<file path="src/rtl/secded_pkg.sv">
// Shared definitions for the SECDED stream decoder.
//   parity_width : number of Hamming check bits needed for a given data width
//   err_class_e  : per-word error classification
//   data_pos     : code-word position that carries data bit idx
package secded_pkg;

  localparam int MAX_CODE_W = 64;

  typedef enum logic [1:0] {
    NONE   = 2'd0,
    SINGLE = 2'd1,
    DOUBLE = 2'd2
  } err_class_e;

  // Smallest r with 2^r >= data_w + r + 1. Scanning downwards leaves the
  // smallest satisfying r in place.
  function automatic int parity_width(input int data_w);
    int r;
    r = 0;
    for (int i = 7; i >= 1; i--) begin
      if ((1 << i) >= data_w + i + 1) r = i;
    end
    return r;
  endfunction

  // Data bits fill every non-power-of-two position from 3 upwards, in order.
  function automatic int data_pos(input int idx);
    int p;
    int n;
    p = 0;
    n = -1;
    for (int q = 1; q < MAX_CODE_W; q++) begin
      if ((q & (q - 1)) != 0) begin
        n = n + 1;
        if (n == idx) p = q;
      end
    end
    return p;
  endfunction

endpackage

</file>
<file path="src/rtl/secded_syndrome.sv">
// Combinational Hamming syndrome and overall parity of one code word.
//   code     : received code word (bit 0 = overall parity)
//   syndrome : bit k = XOR of positions 1..CODE_W-1 whose index has bit k set
//   parity   : XOR of all CODE_W bits
module secded_syndrome #(
  parameter int CODE_W   = 13,
  parameter int PARITY_W = $clog2(CODE_W)
) (
  input  logic [CODE_W-1:0]   code,
  output logic [PARITY_W-1:0] syndrome,
  output logic                parity
);

  always_comb begin
    syndrome = '0;
    for (int p = 1; p < CODE_W; p++) begin
      for (int k = 0; k < PARITY_W; k++) begin
        if (((p >> k) & 1) == 1) syndrome[k] = syndrome[k] ^ code[p];
      end
    end
    parity = ^code;
  end

endmodule

</file>
<file path="src/rtl/secded_stream_decoder.sv">
// Two-stage SECDED decoder on a valid/ready stream with saturating error counters.
//   clock, reset          : rising-edge clock, synchronous active-high reset
//   in_valid/in_ready     : input handshake; in_code + correct_en sampled together
//   out_valid/out_ready   : output handshake
//   out_code, out_data    : corrected (or passed-through) word and its data bits
//   syndrome              : Hamming syndrome of the received word
//   is1BitErr, is2BitErr  : single (correctable) / uncorrectable error flags
//   clr_counts            : clears both counters, wins over an increment
//   cnt_1bit, cnt_2bit    : saturating counts of delivered flagged results
module secded_stream_decoder
  import secded_pkg::*;
#(
  parameter int DATA_W = 8,
  parameter int CNT_W  = 16,
  localparam int PARITY_W = parity_width(DATA_W),
  localparam int CODE_W   = DATA_W + PARITY_W + 1
) (
  input  logic                clock,
  input  logic                reset,
  input  logic                in_valid,
  output logic                in_ready,
  input  logic [CODE_W-1:0]   in_code,
  input  logic                correct_en,
  output logic                out_valid,
  input  logic                out_ready,
  output logic [CODE_W-1:0]   out_code,
  output logic [DATA_W-1:0]   out_data,
  output logic [PARITY_W-1:0] syndrome,
  output logic                is1BitErr,
  output logic                is2BitErr,
  input  logic                clr_counts,
  output logic [CNT_W-1:0]    cnt_1bit,
  output logic [CNT_W-1:0]    cnt_2bit
);

  localparam logic [PARITY_W:0] CODE_W_V = (PARITY_W + 1)'(CODE_W);

  logic                en;
  logic [PARITY_W-1:0] syn_c;
  logic                par_c;

  logic                s1_valid;
  logic [CODE_W-1:0]   s1_code;
  logic [PARITY_W-1:0] s1_syn;
  logic                s1_par;
  logic                s1_cen;

  err_class_e          cls;
  logic [CODE_W-1:0]   flip;
  logic [CODE_W-1:0]   corr;
  logic [DATA_W-1:0]   corr_data;

  // Whole pipeline stalls only when a result is waiting and not taken.
  assign en       = ~out_valid | out_ready;
  assign in_ready = en;

  secded_syndrome #(
    .CODE_W   (CODE_W),
    .PARITY_W (PARITY_W)
  ) u_syn (
    .code     (in_code),
    .syndrome (syn_c),
    .parity   (par_c)
  );

  // A syndrome pointing past the last code bit can only come from a multi-bit
  // error, so odd parity with such a syndrome is classed as uncorrectable.
  always_comb begin
    cls = NONE;
    if (s1_par) cls = ({1'b0, s1_syn} < CODE_W_V) ? SINGLE : DOUBLE;
    else if (s1_syn != '0) cls = DOUBLE;

    flip = '0;
    if (cls == SINGLE && s1_cen) flip = CODE_W'(1) << s1_syn;
    corr = s1_code ^ flip;

    corr_data = '0;
    for (int i = 0; i < DATA_W; i++) corr_data[i] = corr[data_pos(i)];
  end

  always_ff @(posedge clock) begin
    if (reset) begin
      s1_valid  <= 1'b0;
      s1_code   <= '0;
      s1_syn    <= '0;
      s1_par    <= 1'b0;
      s1_cen    <= 1'b0;
      out_valid <= 1'b0;
      out_code  <= '0;
      out_data  <= '0;
      syndrome  <= '0;
      is1BitErr <= 1'b0;
      is2BitErr <= 1'b0;
      cnt_1bit  <= '0;
      cnt_2bit  <= '0;
    end else begin
      if (en) begin
        s1_valid  <= in_valid;
        s1_code   <= in_code;
        s1_syn    <= syn_c;
        s1_par    <= par_c;
        s1_cen    <= correct_en;
        out_valid <= s1_valid;
        out_code  <= corr;
        out_data  <= corr_data;
        syndrome  <= s1_syn;
        // Flags stay low for bubbles so an idle output never looks like an error.
        is1BitErr <= s1_valid && (cls == SINGLE);
        is2BitErr <= s1_valid && (cls == DOUBLE);
      end

      if (clr_counts) begin
        cnt_1bit <= '0;
        cnt_2bit <= '0;
      end else if (out_valid && out_ready) begin
        if (is1BitErr && cnt_1bit != '1) cnt_1bit <= cnt_1bit + CNT_W'(1);
        if (is2BitErr && cnt_2bit != '1) cnt_2bit <= cnt_2bit + CNT_W'(1);
      end
    end
  end

endmodule

</file>
<file path="config.mk">
export PLATFORM = sky130hd
export DESIGN_NAME = secded_stream_decoder
export DESIGN_NICKNAME = d
export VERILOG_FILES = /design/src/rtl/secded_pkg.sv /design/src/rtl/secded_syndrome.sv /design/src/rtl/secded_stream_decoder.sv
export SDC_FILE = /design/constraint.sdc
export NUM_CORES = 1
export LEC_CHECK = 0
export CORE_ASPECT_RATIO = 0.75
export CORE_MARGIN = 1
export CORE_UTILIZATION = 30
export CTS_BUF_LIST = sky130_fd_sc_hd__clkbuf_16
export DETAILED_ROUTE_END_ITERATION = 8
export PLACE_DENSITY = 0.5
export SLEW_MARGIN = 20
export SYNTH_ARGS = -nofsm -noshare
export SYNTH_HDL_FRONTEND = slang
export SYNTH_SLANG_ARGS = --single-unit
</file>
<file path="constraint.sdc">
create_clock -name clock -period 2.64 [get_ports clock]
set_input_delay 0.528 -clock clock [delete_from_list [all_inputs] [get_ports clock]]
set_output_delay 0.528 -clock clock [all_outputs]
set_load 0.02 [all_outputs]
</file>
# Word level (Yosys, flattened, before mapping)
# Index checks and enable logic that the tools add are counted.
[word_totals]
in_bits = 19
regBits = 80
wordCells = 57
out_inout_bits = 61
[classes]
n_bitwise = 21
n_reduce_logical = 11
muxes = 4
eq_ne = 4
magnitude_cmp = 1
addsub = 2
n_shift = 1
[op_table]
columns = ["operator", "n"]
rows = [
  ["$add A16 B1 Y16 const B", 2],
  ["$ne A16 B16 Y1 const B", 2],
  ["$xor A1 B1 Y1", 18],
  ["$mux W13", 1],
  ["$reduce_xor A13 Y1", 1],
  ["$shl A1 B4 Y13 const A", 1],
  ["$xor A13 B13 Y13", 1],
  ["$logic_and A1 B1 Y1", 6],
  ["$mux W2", 3],
  ["$lt A4 B4 Y1 const B", 1],
  ["$reduce_and A2 Y1", 2],
  ["$reduce_bool A4 Y1", 1],
  ["$eq A2 B1 Y1 const B", 1],
  ["$eq A2 B2 Y1 const B", 1],
  ["$reduce_or A2 Y1", 1],
  ["$not A1 Y1", 1],
  ["$or A1 B1 Y1", 1],
]

# Depth between registers and ports, before layout
# Gate-level depths: netlist (run 1).
[depth]
word_depth = 7
mapped_depth = 6
mapped_depth_nobuf = 5

# Modules after synthesis
# From an unflattened synthesis (run 1), not the netlist that was laid out.
[unflattened]
hier_cells = 426
area_unflattened_um2 = 3524.6
[modules_own_cells]
columns = ["module", "cells_per_inst", "n_inst", "area_per_inst_um2", "seq_area_each_um2"]
rows = [
  ["secded_stream_decoder", 406, 1, 3326.9, 1441.4],
  ["secded_syndrome", 20, 1, 197.7, 0.0],
]

# Worst setup path before layout (run 1)
# No wires, ideal clock.
[synth_path]
path_type = "register -> register"
start = "register cnt_1bit[0]"
end = "register cnt_1bit[12]"
arrival_ps = 1936
t_required_ps = 2570
setup_slack_ps = 634
period_less_slack_ps = 2006
setup_time_ps = 70
path_buffers = 1
path_stages_with_launch = 7
cell_sequence = "dfxtp_1 > ha_1 > inv_1 > or3_1 > buf_2 > or4_1 > a21oi_1"
[synth_between]
elab_chain_cells = 3
elab_cells_between_ends = 4
cone_classes = "add/sub (1); eq/ne (1); reduce/logical (2)"
[synth_lines]
columns = ["item", "line_no", "text"]
rows = [
  ["start, declared", "secded_stream_decoder.sv:32", "output logic [CNT_W-1:0] cnt_1bit,"],
  ["start signal, assigned", "secded_stream_decoder.sv:116", "if (is1BitErr && cnt_1bit != '1) cnt_1bit <= cnt_1bit + CNT_W'(1);"],
  ["branches (longest 3 deep; another with $add A16 B1 Y16)", "--", ""],
]
# Parallel ways; which one is timed is not known.
# A chain may end at the register's enable or synchronous reset.

# Final worst setup path (run 1)
[layout_path]
start = "input out_ready"
end = "output in_ready"
[layout_between]
elab_chain_cells = 1
[layout_lines]
columns = ["item", "line_no", "text"]
rows = [
  ["start, declared", "secded_stream_decoder.sv:25", "input logic out_ready,"],
  ["$or A1 B1 Y1", "secded_stream_decoder.sv:54", "assign en = ~out_valid | out_ready;"],
  ["end, declared", "secded_stream_decoder.sv:21", "output logic in_ready,"],
]
# No other way between the ends.

==> metrics, run 1 <==
total grt overflow=0; crit path max fanout=4; origin of the worst min-delay path=syndrome[0]; die height=between 90 and 100 um; post-synthesis sequential area ratio=between 40% and 50%; Ant. Diodes=0; CP Capture Type=primary output; Critical Path AT=1820 ps; Slowest-stage cell, CP=clkdlybuf4s50_1; drt via density=around 5; clock skew=between 5 and 6 ps; Synth top cells by count=72 x dfxtp_1, 59 x nand2_1, 46 x a21oi_1; top cells by area in the synthesized netlist=dfxtp_1 40%, a21oi_1 6.4%, nand2_1 6.2%; hold-critical path depth=2; H-tree lvl count=3; relative slew slack=50.7%; post-CTS setup repair buffer count=0; IO Pins=80; EDFF count, synth=0; Worst Path Buf+Inv=3; Yosys top cell by area=dfxtp_1; Post-Route Utilization=between 40% and 50%; post-synthesis compound-gate area fraction=about 18%; status=finished clean; top cell type's share of synthesized area=about 40%; Post-Synth Simple-Gate Area=26.0%; via count=3290; HP Class=reg2reg; number of cell rows=34; vias in the first global route=2940; DRC viols=0; Core Box Area=between 10000 and 15000 sq um; first-pass GRT wire length=roughly 15000 um; fmax=426 MHz; port bufs=between 70 and 80; CTS hold repair buffers=0; DP Worst Slack=135 ps; CP peak stage delay=about 600 ps; Clock Path Buffers=2; Die X=between 100 and 150 um; multiplexer share of the synthesized area=about 1.1%; initial core utilization=about 30%; Tmin final=2350 ps; hold_ws=450 ps; Final WS setup=293 ps; CTS Root Buffer Type=clkbuf_16; clock transition at the registers of the reported paths=about 50 ps; YS warnings=0; synth unique cells=50; total CTS buffers=9; most frequent cell after synthesis=dfxtp_1; dpl hpwl=approximately 6600 um; first drt pass iteration count=4; worst r2r path cells=4; Total GRT Usage=between 10% and 20%; Fin. Hold Viols=0; Synth Area in XOR/XNOR=about 9.0%; FF-to-FF Start=cnt_2bit[2]; ys async rst share=0%; largest family of logic cells by synthesized area=simple AND/OR/NAND/NOR gates; final wirelength=9390 um; #FFs+latches synth=72; Most used DFF post-synth=dfxtp_1; Synth Area in Adders=less than 1%; antenna viol nets, final=0; area grow syn2layout=31.5%; largest net degree at the start of global routing=54; gpl congestion=roughly 0.80; routed len/inst=between 10 and 15 um; initial antenna violation count=0; Final setup viols=0; Total Power=roughly 0.0026 W; CTS tree=built; Max Cap Viol=0; pwr dens=550 nW/um^2; Critical Path RT=between 2000 and 2500 ps; period utilization=around nine tenths; Slew @ Worst Pin=just over 700 ps; # nets final=slightly above 500; initial drt markers=~180; crit-path cells=clkdlybuf4s50_1 -> nor2b_2 -> inv_2 -> clkdlybuf4s50_1; post-cts repair resize count=0; Sink Count=roughly 70; Crit Reg-Reg Endpoint=cnt_2bit[9]; Mapped Nets=448; VDD IR-drop max=about 0.28 mV; Netlist Area Pre-Place=3590 sq um; average size of a mapped cell=about 8.4 sq um; Min-Delay Endpoint=syndrome[0]; CP dominant cell by count=clkdlybuf4s50_1; setup total negative slack=0 ps; clock latency at the later pin of the worst-skew pair=~330 ps; layout cells sized above 1=4.88%; leak pwr=approximately 1.5 nW; family with the most delay on the worst path=buffers and inverters; Post-Syn Instances=roughly 430; CP Launch Type=input pin; # fillers=roughly 1200; Slew Limit Fails=0; die area=12400 sq um; Setup CP Type=in2out; RSZ-0062 raised after global routing=no; r2r setup slk=approximately 550 ps
-- final cells by class --
cell class	instances	area [sq um]	share of cell area, %
tap	162	203	4.30
clock inverter	4	16.3	0.345
inverter	7	26.3	0.557
sequential	72	1440	30.6
timing repair buffer	86	843	17.9
multi-input combinational	314	1960	41.6
clock buffer	9	225	4.78
-- routing by layer --
metal,global-route usage (%),vias to the layer above,part of all wire [%]
met5,0,-,0
met4,4.62,0,1.1
met3,5.09,6,4.0
met2,22.3,63,43
met1,22.9,1535,52
li1,-,1686,-
-- worst min-delay path, delay by kind of cell (launching register included) --
kind	cells	cell delay, ps
simple gates	1	50
flops	1	300
compound gates	1	50
-- cells in the final DEF, fill, tap and decap left out, types with 16 or more instances in the layout --
cell type and instances:
a211oi_1 16, a21oi_1 46, clkdlybuf4s50_1 79, dfxtp_1 72
nand2_1 59, nand3_1 17, nor2_1 20, o31ai_1 18
or4_1 16, xnor2_1 23
-- per-stage QoR --
stage               instance area (sq um)  cells
floorplan                            3590    427
global placement                     4470    641
detailed placement                   4470    641
CTS                                  4710    654
global route                         4710    654
finish                               4710    654
-- worst max path at each step --
| stage | startpoint | endpoint | slack (ps) | cells past startpoint |
|---|---|---|---|---|
| global route | out_ready | in_ready | 260 | 4 |
| CTS | out_ready | in_ready | 270 | 4 |
| floorplan | cnt_1bit[0] | cnt_1bit[12] | 630 | 6 |
| global placement | out_ready | cnt_1bit[12] | 170 | 5 |
| finish | out_ready | in_ready | 290 | 4 |
| detailed placement | out_ready | cnt_1bit[12] | 130 | 5 |
-- cells by family (layout without fill, tap and decap cells) --
family / count (synthesis) / count (layout)
AO/OA/AOI/OAI: 102 / 102
XOR/XNOR: 32 / 32
adder cells (fa/ha/maj): 2 / 2
buffers and inverters: 41 / 106
flip-flops: 72 / 72
multiplexers: 4 / 4
AND/OR/NAND/NOR: 174 / 174
-- power breakdown --
group / internal [W] / leakage, nW / switching, W
combinational: 0.000184 / 0.798 / 0.000166
sequential: 0.00114 / 0.588 / 0.0000730
clock: 0.000607 / 0.123 / 0.000423
-- flip-flops by register name, summed over array words and instances (netlist names) --
name / cells
is2BitErr: 1
s1_par: 1
out_valid: 1
is1BitErr: 1
syndrome: 4
s1_cen: 1
cnt_1bit: 16
s1_code: 13
s1_syn: 4
s1_valid: 1
cnt_2bit: 16
out_code: 13
No activity file was read; power rests on OpenSTA's default activity.
==> inputs of run 2 (changes only) <==
--- a/config.mk
+++ b/config.mk
@@ -11,6 +11,7 @@
 export CTS_BUF_LIST = sky130_fd_sc_hd__clkbuf_16
 export DETAILED_ROUTE_END_ITERATION = 8
 export PLACE_DENSITY = 0.5
+export REMOVE_ABC_BUFFERS = 1
 export SLEW_MARGIN = 20
 export SYNTH_ARGS = -nofsm -noshare
 export SYNTH_HDL_FRONTEND = slang
==> constraint.sdc (replaced) <==
create_clock -name clock -period 2.7 [get_ports clock]
set_input_delay 0.54 -clock clock [delete_from_list [all_inputs] [get_ports clock]]
set_output_delay 0.54 -clock clock [all_outputs]
set_load 0.02 [all_outputs]
==> run 2 against run 1 <==
Against the previous run: count of clock-buffer cells in the layout stayed put; highest routed layer unchanged; hold slack better by 11 ps; combinational power is 2% lower; die area stayed put; clock skew is 1.9 ps lower; sequential share of layout area is 0.15 points lower; routed wire length is 3.9% higher; cell count is 0.61% higher; clock power hardly changed; sequential cell count stayed put; non-clock buffer count is 1 higher; critical endpoint unchanged.
==> metrics, run 2 (synthesis gave the netlist of run 1 again) <==
status=finished clean; die height=roughly 97 um; CTS hold repair buffers=0; period utilization=between 90% and 100%; Tmin final=2440 ps; CP dominant cell by count=clkdlybuf4s50_1; area grow syn2layout=32.1%; first drt pass iteration count=5; via count=3356; initial drt markers=160; CTS tree=built; Slowest-stage cell, CP=clkdlybuf4s50_1; Total GRT Usage=16.1%; Crit Reg-Reg Endpoint=cnt_1bit[6]; leak pwr=around 1.5 nW; Critical Path RT=~2200 ps; Slew @ Worst Pin=a little over 800 ps; antenna viol nets, final=0; Slew Limit Fails=0; VDD IR-drop max=roughly 0.26 mV; layout cells sized above 1=approximately 5.6%; crit-path cells=clkdlybuf4s50_1 -> nor2b_2 -> inv_2 -> clkdlybuf4s50_1; clock latency at the later pin of the worst-skew pair=about 330 ps; number of cell rows=34; most frequent cells in the layout=79 x clkdlybuf4s50_1, 72 x dfxtp_1, 59 x nand2_1; family with the most delay on the worst path=buffers and inverters; Ant. Diodes=0; largest net degree at the start of global routing=54; gpl congestion=between 0.7 and 0.8; die area=12400 sq um; Sink Count=72; port bufs=between 70 and 80; Total Power=around 0.0026 W; origin of the worst min-delay path=syndrome[0]; Min-Delay Endpoint=syndrome[0]; Clock Path Buffers=2; Fin. Hold Viols=0; dpl hpwl=6780 um; HP Class=reg2reg; final wirelength=9750 um; Setup CP Type=in2out; Critical Path AT=about 1900 ps; clock transition at the registers of the reported paths=roughly 50 ps; most common cell after layout, fill and taps aside=clkdlybuf4s50_1; CTS Root Buffer Type=clkbuf_16; total CTS buffers=9; RSZ-0062 raised after global routing=no; Worst Path Buf+Inv=3; CP peak stage delay=600 ps; Die X=between 100 and 150 um; clock skew=about 4.1 ps; total grt overflow=0; Post-Route Utilization=40.8%; # nets final=512; Largest regs=cnt_1bit (16), cnt_2bit (16); fmax=409 MHz; worst r2r path cells=4; pwr dens=roughly 540 nW/um^2; CP Capture Type=primary output; r2r setup slk=around 670 ps; Max Cap Viol=0; setup total negative slack=0 ps; Core Box Area=~12000 sq um; vias in the first global route=3098; drt via density=a little over 5; Final setup viols=0; relative slew slack=approximately 44%; post-CTS setup repair buffer count=0; initial core utilization=between 30 and 40%; FF-to-FF Start=cnt_1bit[6]; post-cts repair resize count=0; H-tree lvl count=3; CP Launch Type=input pin; first-pass GRT wire length=between 15000 and 20000 um; crit path max fanout=4; hold-critical path depth=2; routed len/inst=14.8 um; initial antenna violation count=0; IO Pins=80; DRC viols=0
==> run 2: cell types whose count changed in the layout (fill, tap and decap cells not counted), sizes merged <==
cell | previous run | this run
buf | 7 | 8
clkinv | 3 | 5
inv | 8 | 9
==> run 2: how the worst max path moves through the flow <==
stage               startpoint           to  cells past startpoint
floorplan            out_ready     in_ready                      2
global placement     out_ready  cnt_1bit[7]                      5
detailed placement   out_ready  cnt_1bit[7]                      5
CTS                  out_ready     in_ready                      4
global route         out_ready     in_ready                      4
finish               out_ready     in_ready                      4
==> run 2: worst register-to-register path, delay by kind of cell (launching register included) <==
kind | cells | cell delay, ps
compound gates | 2 | 370
flops | 1 | 460
simple gates | 2 | 1130
==> run 2: layer usage <==
layer | track usage (%) | up-vias | wire length [um] | part of all wire (%)
met5 | 0 | - | 0 | 0
met4 | 4.71 | 0 | 95 | 0.97
met3 | 4.04 | 11 | 454 | 4.7
met2 | 23.4 | 71 | 4120 | 42
met1 | 23.1 | 1586 | 5080 | 52
li1 | - | 1688 | - | -
==> run 2: metrics by stage <==
stage / hold WS, ps / setup slack, ps / cells / area (sq um)
after floorplan: 438 / 85.1 / 393 / 3420
after global placement: 445 / 188 / 642 / 4480
after detailed placement: 458 / 207 / 642 / 4480
after CTS: 464 / 236 / 658 / 4740
after global routing: 481 / 217 / 658 / 4740
final: 460 / 256 / 658 / 4740
==> run 2: area by class of cell <==
| cell class | instances | area [sq um] |
|---|---|---|
| Fill cell | 1159 | 6880 |
| Multi-Input combinational cell | 314 | 1960 |
| Sequential cell | 72 | 1440 |
| Timing Repair Buffer | 87 | 851 |
| Clock buffer | 9 | 225 |
| Tap cell | 162 | 203 |
| Clock inverter | 7 | 31.3 |
| Inverter | 7 | 26.3 |
==> run 2: report_power, final <==
part           leakage, nW  internal (W)  switching, W
combinational        0.802      0.000178      0.000163
clock                0.139      0.000605      0.000445
sequential           0.588       0.00111     0.0000748
==> inputs of run 3 (changes only) <==
--- a/config.mk
+++ b/config.mk
@@ -10,7 +10,7 @@
 export CORE_UTILIZATION = 30
 export CTS_BUF_LIST = sky130_fd_sc_hd__clkbuf_16
 export DETAILED_ROUTE_END_ITERATION = 8
-export PLACE_DENSITY = 0.5
+export PLACE_DENSITY_LB_ADDON = 0.2
 export REMOVE_ABC_BUFFERS = 1
 export SLEW_MARGIN = 20
 export SYNTH_ARGS = -nofsm -noshare
==> run 3 against run 2 <==
Against the previous run: sequential share of layout area shrank 0.46 points; routed wire length shrank 3.6%; die area is the same; sequential cell count is the same; critical path depth is the same; utilization grew 0.62 points; count of clock-buffer cells in the layout is the same; critical endpoint unchanged.
==> metrics, run 3 (synthesis gave the netlist of run 1 again) <==
HP Class=reg2reg; CTS Root Buffer Type=clkbuf_16; CP Launch Type=input pin; dpl hpwl=approximately 6500 um; port bufs=79; # nets final=about 500; first-pass GRT wire length=~15000 um; period utilization=89.2%; vias in the first global route=between 3000 and 4000; DP Worst Slack=between 200 and 250 ps; total CTS buffers=9; area grow syn2layout=34.1%; clock skew=approximately 6.6 ps; die height=between 90 and 100 um; relative slew slack=44.7%; initial core utilization=a little under a third; RSZ-0062 raised after global routing=no; number of cell rows=34; pwr dens=about 600 nW/um^2; largest net degree at the start of global routing=54; Post-Route Utilization=between 40% and 50%; most common cell after layout, fill and taps aside=clkdlybuf4s50_1; Largest regs=cnt_1bit (16), cnt_2bit (16); combinational power share=a little under an eighth; clock transition at the registers of the reported paths=~60 ps; sw power=around 0.00071 W; Total Power=0.00291 W; met3 usage=under 10%; routed len/inst=14.3 um; initial drt markers=149; GR peak layer=met2; clock latency at the later pin of the worst-skew pair=approximately 330 ps; DRC viols=0; Sw Share=24.5%; Total GRT Usage=roughly 16%; CTS tree=built; Fin. Hold Viols=0; Critical Path RT=roughly 2200 ps; antenna viol nets, final=0; fmax=roughly 420 MHz; first drt pass iteration count=4; initial antenna violation count=0; clock share of power=47.4%; drt via density=between 5 and 6; H-tree lvl count=3; Seq pwr share=approximately two fifths; Ant. Diodes=0; VDD IR-drop max=0.279 mV; Core Box Area=11600 sq um; Final setup viols=0; layout cells sized above 1=under 10%; r2r setup slk=roughly 690 ps; met1 usage=about 22%; post-CTS setup repair buffer count=0; FF/Latch Area=between 1000 and 1500 sq um; Max Cap Viol=0; die area=12400 sq um; final wirelength=around 9400 um; Sink Count=72; Slew @ Worst Pin=~820 ps; CP Capture Type=primary output; Clock Path Buffers=2; # fillers=1186; status=finished clean; total grt overflow=0; hold_ws=between 400 and 500 ps; Tmin final=between 2000 and 2500 ps; IO Pins=80; via count=3353; post-cts repair resize count=0; CTS hold repair buffers=0; Final WS setup=291 ps; gpl congestion=around 0.83; multi-input logic area=just under 2000 sq um; P_int=around 0.0022 W; leak pwr=1.54 nW; setup total negative slack=0 ps; Setup CP Type=in2out; crit path max fanout=4; GRT met2 Usage=23.7%; Critical Path AT=between 1500 and 2000 ps; most frequent cells in the layout=79 x clkdlybuf4s50_1, 72 x dfxtp_1, 59 x nand2_1; Slew Limit Fails=0; Die X=128 um
==> run 3: path summary, 6_finish.rpt <==
check	from	to	depth (start not counted)
worst max-delay path	out_ready	in_ready	4
worst max register to register	cnt_1bit[0]	cnt_1bit[8]	5
worst min register to register	syndrome[3]	syndrome[3]	2
worst min-delay path	syndrome[3]	syndrome[3]	2
==> run 3: final cells by class <==
cell class              count  share of cell area [%]
well taps                 162                    4.21
inverters                   7                   0.546
repair buffers             85                    17.4
clock buffers               9                    4.68
flip-flops and latches     72                    30.0
multi-input cells         314                    40.7
clock inverters             7                    2.47
==> run 3: power groups by stage <==
stage	combinational, W	sequential [W]	clock [W]
floorplan	0.000168	0.00122	0
global placement	0.000342	0.00121	0
detailed placement	0.000343	0.00121	0
CTS	0.000345	0.00119	0.00142
global route	0.000371	0.00120	0.00146
finish	0.000341	0.00119	0.00138
==> run 3: through the flow <==
step | cells | instance area, sq um
finish | 656 | 4810
global route | 656 | 4810
CTS | 656 | 4810
detailed placement | 640 | 4470
global placement | 640 | 4470
floorplan | 393 | 3420
==> run 3: critical path, stage by stage <==
cell	delay (ps)
clkdlybuf4s50_1	580
nor2b_2	100
inv_2	60
clkdlybuf4s50_1	590
==> run 3: routing by layer <==
| metal | part of all wire, % | routed length (um) |
|---|---|---|
| met2 | 44 | 4090 |
| met5 | 0 | 0 |
| met1 | 51 | 4790 |
| met4 | 1.1 | 102 |
| met3 | 4.5 | 420 |
